**src/rtl/sa_skew_loader.sv**
```systemverilog
// Buffers one DEPTH x NUM_LANE tile streamed in row-major order and writes it
// out as DEPTH+NUM_LANE-1 diagonally skewed wavefront words for a systolic input bank.
module sa_skew_loader #(
    parameter int NUM_LANE             = 16,
    parameter int DEPTH                = 16,
    parameter int DATA_WIDTH           = 16,
    parameter int LOG2_SRAM_BANK_DEPTH = 9
) (
    input  logic                             clk,
    input  logic                             rst_n,
    input  logic                             i_start,
    input  logic [LOG2_SRAM_BANK_DEPTH-1:0]  i_base_addr,
    input  logic                             i_valid,
    input  logic [DATA_WIDTH-1:0]            i_data,
    output logic                             o_ready,
    output logic                             o_wr_en,
    output logic [LOG2_SRAM_BANK_DEPTH-1:0]  o_wr_addr,
    output logic [NUM_LANE*DATA_WIDTH-1:0]   o_wr_data,
    output logic                             o_busy,
    output logic                             o_done
);

    localparam int NUM_WORD = DEPTH + NUM_LANE - 1;
    localparam int ROW_W    = (DEPTH > 1) ? $clog2(DEPTH) : 1;
    localparam int COL_W    = (NUM_LANE > 1) ? $clog2(NUM_LANE) : 1;
    localparam int M_W      = $clog2(NUM_WORD + 1);
    localparam int AW       = LOG2_SRAM_BANK_DEPTH;
    localparam int WW       = NUM_LANE * DATA_WIDTH;

    localparam logic [ROW_W-1:0] LAST_ROW = ROW_W'(DEPTH - 1);
    localparam logic [COL_W-1:0] LAST_COL = COL_W'(NUM_LANE - 1);
    localparam logic [M_W-1:0]   LAST_M   = M_W'(NUM_WORD - 1);

    typedef enum logic [1:0] {
        ST_IDLE,
        ST_FILL,
        ST_EMIT,
        ST_DONE
    } state_t;

    state_t                  r_state;
    state_t                  w_next_state;

    logic [AW-1:0]           r_base;
    logic [ROW_W-1:0]        r_row;
    logic [COL_W-1:0]        r_col;
    logic [M_W-1:0]          r_m;
    logic [M_W-1:0]          w_m_next;
    logic                    w_accept;
    logic                    w_last_elem;
    logic                    w_emit_next;
    logic [WW-1:0]           w_word;

    logic                    r_wr_en;
    logic [AW-1:0]           r_wr_addr;
    logic [WW-1:0]           r_wr_data;
    logic                    r_done;

    logic [DATA_WIDTH-1:0]   r_tile [DEPTH][NUM_LANE];

    assign w_accept    = (r_state == ST_FILL) && i_valid;
    assign w_last_elem = (r_row == LAST_ROW) && (r_col == LAST_COL);
    assign w_emit_next = (w_next_state == ST_EMIT);

    // Index of the word to be registered at the coming edge: word 0 is
    // launched on the edge that accepts the last element.
    assign w_m_next = (r_state == ST_EMIT) ? r_m + 1'b1 : '0;

    // NOTE: every signal assigned in always_comb gets a default first, so no
    // path through the case can leave it unassigned and infer a latch.
    always_comb begin
        w_next_state = r_state;
        case (r_state)
            ST_IDLE: if (i_start)                 w_next_state = ST_FILL;
            ST_FILL: if (w_accept && w_last_elem) w_next_state = ST_EMIT;
            ST_EMIT: if (r_m == LAST_M)           w_next_state = ST_DONE;
            ST_DONE:                              w_next_state = ST_IDLE;
            default:                              w_next_state = ST_IDLE;
        endcase
    end

    // Lane j of word m is T[m-j][j]; outside the tile it is a padding zero.
    // Word 0 needs only T[0][0], which is already stored when it is launched.
    always_comb begin
        w_word = '0;
        for (int j = 0; j < NUM_LANE; j++) begin
            if ((int'(w_m_next) >= j) && (int'(w_m_next) - j < DEPTH)) begin
                w_word[j*DATA_WIDTH +: DATA_WIDTH] = r_tile[ROW_W'(int'(w_m_next) - j)][j];
            end
        end
    end

    // NOTE: the tile buffer has no reset; every entry is rewritten during FILL
    // before EMIT reads it, so clearing it would only cost a reset fan-out.
    always_ff @(posedge clk) begin
        if (w_accept) begin
            r_tile[r_row][r_col] <= i_data;
        end
    end

    // NOTE: sequential state uses non-blocking assignments only, so every
    // register samples pre-edge values regardless of statement order.
    always_ff @(posedge clk or negedge rst_n) begin
        if (!rst_n) begin
            r_state   <= ST_IDLE;
            r_base    <= '0;
            r_row     <= '0;
            r_col     <= '0;
            r_m       <= '0;
            r_wr_en   <= 1'b0;
            r_wr_addr <= '0;
            r_wr_data <= '0;
            r_done    <= 1'b0;
        end else begin
            r_state <= w_next_state;

            if ((r_state == ST_IDLE) && i_start) begin
                r_base <= i_base_addr;
                r_row  <= '0;
                r_col  <= '0;
            end else if (w_accept) begin
                if (r_col == LAST_COL) begin
                    r_col <= '0;
                    r_row <= r_row + 1'b1;
                end else begin
                    r_col <= r_col + 1'b1;
                end
            end

            r_m       <= w_emit_next ? w_m_next : '0;
            r_wr_en   <= w_emit_next;
            r_wr_addr <= w_emit_next ? r_base + AW'(w_m_next) : '0;
            r_wr_data <= w_emit_next ? w_word : '0;
            r_done    <= (w_next_state == ST_DONE);
        end
    end

    assign o_ready   = (r_state == ST_FILL);
    assign o_busy    = (r_state == ST_FILL) || (r_state == ST_EMIT);
    assign o_wr_en   = r_wr_en;
    assign o_wr_addr = r_wr_addr;
    assign o_wr_data = r_wr_data;
    assign o_done    = r_done;

endmodule

```
**config.mk**
```make
export PLATFORM = sky130hd
export DESIGN_NAME = sa_skew_loader
export DESIGN_NICKNAME = d
export VERILOG_FILES = /design/src/rtl/sa_skew_loader.sv
export SDC_FILE = /design/constraint.sdc
export NUM_CORES = 2
export LEC_CHECK = 0
export ABC_CLOCK_PERIOD_IN_PS = 6700
export BUFFER_PORTS_ARGS = -buffer_cell sky130_fd_sc_hd__buf_2
export CAP_MARGIN = 20
export CORE_ASPECT_RATIO = 0.6
export CORE_UTILIZATION = 50
export CTS_CLUSTER_SIZE = 12
export DETAILED_ROUTE_END_ITERATION = 12
export GPL_TIMING_DRIVEN = 0
export PLACE_DENSITY = 0.68
export SLEW_MARGIN = 20
export SYNTH_ARGS = -nofsm -noshare
export SYNTH_HDL_FRONTEND = slang
export SYNTH_SLANG_ARGS = --single-unit
```
**constraint.sdc**
```tcl
create_clock -name clk -period 6.7 [get_ports clk]
set_input_delay 0.67 -clock clk [delete_from_list [all_inputs] [get_ports clk]]
set_output_delay 0.67 -clock clk [all_outputs]
set_load 0.005 [all_outputs]
```
==> results.md <==
* #FFs+latches synth at 4,387
* Hold EP: r_tile[6][76]$_DFFE_PP_
* CP max stage delay at 0.79 ns
* CTS tree: yes
* Core area at 0.330 mm2
* CP max FO at 21
* Number of synthesized flops with an enable pin at 4,096
* Syn_nets at 9,329
* Die W at 747 um
* Post-synth design cell area at about 0.17 mm2
* Worst Skew at 0.0807 ns
* Pwr Total at 53.8 mW
* Status: complete, no violations
* Compound-gate portion of the synthesized area at 0.0282
* Startpoint Class: register
* Share of layout cells above drive strength 1 at 0.209
* First-pass GRT wire length at 679,000 um
* Min-Delay Startpoint: i_data[12]
* Yosys cell types at 72
* Area share of and/or/nand/nor cells after synthesis at 0.0706
* Reg2reg setup slack at 0.11 ns
* Drt pass-1 iters at 9
* Leading cell type in the layout, fill and taps excluded: edfxtp_1
* Post-Route WL at 485,000 um
* Routed len/inst at about 33 um
* Met3 Track Usage GR at 0.0953
* Met2 global-route usage at 0.401
* Clock root buffer: clkbuf_16
* Hold depth at 1
* Final critical-path share of the clock period at 0.984
* PwrDens at roughly 280 mW/mm2
* Row Count at between 150 and 200
* Clock period minus worst slack at 6.59 ns
* Clock Path Buffers at 4
* Vias in the first global route at 90.8k
* Tightest Pin Transition at 1.24 ns
* Synth Area in Adders at 0.00185
* Reg2reg end: o_wr_data[16]$_DFF_PN0_
* Async set or reset register ratio after synthesis at 0.0663
* All-Layer GR Usage at 0.284
* Reg2Reg Depth at 17
* Slew margin rel. at 0.170
* M1 GR Usage at 0.413
* Synth Area in XOR/XNOR at 0.00216
* Max-cap violations at 0
* Post-Synthesis Cells at 9,276
* CP max-delay cell: a211oi_1
* Fillers at 23.9k
* Vias at 94.9k
* Die ar. at 0.336 mm2
* Initial antenna violation count at 31
* Net count, final at approximately 10k
* Clk pin slew, worst setup/hold paths at around 0.06 ns
* Worst setup EP type: register
* Peak supply drop at 231 uV
* Pins Over Slew Limit at 0
* Post-synthesis average cell area at approximately 18 um2
* Fin. Hold Viols at 0
* Synth warn at 0
* RSZ-0062 raised after global routing: false
* Seq/Total Area, Yosys at 0.782
* Final hold slack at around 0.09 ns
* Setup bufs post-CTS at 0
* Most used cell, CP: buf_4
* # IOs at roughly 300
* Main flop type after synthesis: edfxtp_1
* Final core occ at 0.577
* Worst r2r src: r_state[0]$_DFF_PN0_
* Setup CP Type: register to register
* Hold Path Class: primary input to register
* Main combinational cell family by area after synthesis: multiplexers
* Largest net degree at the start of global routing at between 100 and 150
* Mux contribution to synthesized area at 0.0984
* Placer Congestion at between 0.8 and 0.9
* HPWL after detailed placement at 322,000 um
* Count of final setup violators at 0
* Max Fclk at 152 MHz
* Sink Count at 4,387
* CTS Buf Count at 417
* H-Tree Depth at 5
* Vias/cell at 6.38
* Aggregate global routing overflow at 0
* CP arrival at 7.37 ns
* Area grow syn2layout at 14.3%
* Die height at 449 um
* Leak at 62.5 nW
* Most frequent cells in the layout: 4,096 x edfxtp_1, 1,502 x nand2_1, 560 x mux4_2
* Grt peak-use layer: met1
* Post-DRT Antenna Nets at 0
* Clock latency on the worst-skew pair at 0.98 ns
* Worst EP required at 7.48 ns
* Initial core utilization at 0.505
* Crit path cell chain: inv_1 > ha_1 > nor2b_1 > buf_4 > buf_4 > buf_6 > buf_6 > buf_4 > buf_4 > ha_1 > buf_2 > buf_2 > clkbuf_2 > clkbuf_1 > mux4_2 > mux2i_1 > a211oi_1
* DRC viols at 0
* Port bufs at 297
* 1st-iter DRT viols at 15.1k
kinds of logic (layout without fill, tap and decap cells):
logic type      after synthesis  in the layout
simple gates               2690           2690
other cells                   0             30
flops                      4387           4387
fa+ha+maj                    24             24
compound gates              623            623
buf+inv                     588           1795
mux                         934            934
xor+xnor                     30             30
synthesized netlist by cell type, types with 20 or more instances:
library cell	instances	area, um2
clkbuf_1	301	1130
a32oi_1	223	1950
mux2i_1	350	3500
nor2_1	302	1130
nor3_1	25	125
nand2_1	1509	5660
mux4_2	560	12600
buf_4	58	435
nor2b_1	57	357
dfrtp_1	291	7280
mux2_2	23	259
xnor2_1	20	175
and2_1	37	231
nand3_1	472	2360
o21ai_0	32	160
buf_6	27	304
o22ai_1	21	131
buf_1	26	97.6
o221ai_1	28	245
buf_2	152	761
inv_1	20	75.1
nand4_1	223	1400
and3_1	21	131
ha_1	23	288
a211oi_1	82	616
edfxtp_1	4096	123000
a21oi_1	143	716
report_power, final:
| group | switching [mW] | leakage (nW) | internal [mW] | total (mW) |
|---|---|---|---|---|
| clock | 9.92 | 5.74 | 11.8 | 21.7 |
| sequential | 0.0842 | 40.8 | 30.2 | 30.3 |
| combinational | 1.47 | 16.0 | 0.314 | 1.79 |
| total | 11.5 | 62.5 | 42.4 | 53.8 |
flip-flops by register name, summed over array words and instances, names as in the netlist:
name       cells
r_tile      4096
o_wr_data    256
o_wr_addr      9
r_base         9
r_m            5
r_col          4
r_row          4
r_state        2
o_done         1
o_wr_en        1
critical path: cells and delay by family, from the launching register on:
kind                     cells  cell delay [ns]
AND/OR/NAND/NOR              1             0.16
buffers and inverters       11             3.96
multiplexers                 2             0.45
adder cells (fa/ha/maj)      2             0.51
AO/OA/AOI/OAI                1             0.79
flip-flops                   1             0.41
what timing repair did:
action                     in CTS  in global routing
hold endpoints to repair      170                  0
gates cloned                    0                  0
resized for setup              11                  9
setup endpoints to repair      93                 10
hold buffers                   10                  0
per-stage QoR:
step	setup slack [ns]	area, um2	instances	setup TNS [ns]
4_1_cts	0.169	190000	14900	0
3_3_place_gp	-1.73	174000	13900	-480.84
5_1_grt	0.00968	190000	14900	0
2_1_floorplan	2.72	167000	9276	0
6_report	0.110	190000	14900	0
3_5_place_dp	-0.753	178000	14200	-25.48
per-layer routing:
metal | vias up | routed length, um
li1 | 38400 | -
met2 | 6822 | 207000
met1 | 48700 | 189000
met4 | 22 | 20200
met3 | 978 | 69100
met5 | - | 277
how the worst max path moves through the flow:
stage / startpoint / endpoint / depth (start not counted)
after global placement: rst_n / o_wr_data[190]$_DFF_PN0_ / 1
after CTS: r_state[0]$_DFF_PN0_ / o_wr_data[121]$_DFF_PN0_ / 17
after floorplan: r_state[0]$_DFF_PN0_ / o_wr_data[212]$_DFF_PN0_ / 17
final: r_state[0]$_DFF_PN0_ / o_wr_data[16]$_DFF_PN0_ / 17
after detailed placement: r_state[0]$_DFF_PN0_ / o_wr_data[112]$_DFF_PN0_ / 18
after global routing: r_state[0]$_DFF_PN0_ / o_wr_data[127]$_DFF_PN0_ / 17
area by class of cell:
type / instances / area (um2) / share of cell area
Clock inverter: 34 / 402 / 0.00211
Antenna cell: 30 / 75.1 / 0.000394
Buffer: 563 / 2830 / 0.0149
Inverter: 23 / 86.3 / 0.000453
Multi-Input combinational cell: 4301 / 34500 / 0.181
Sequential cell: 4387 / 130000 / 0.684
Timing Repair Buffer: 529 / 5230 / 0.0275
Tap cell: 4372 / 5470 / 0.0287
Clock buffer: 646 / 11600 / 0.0608
Power figures use the tool's default switching activity.
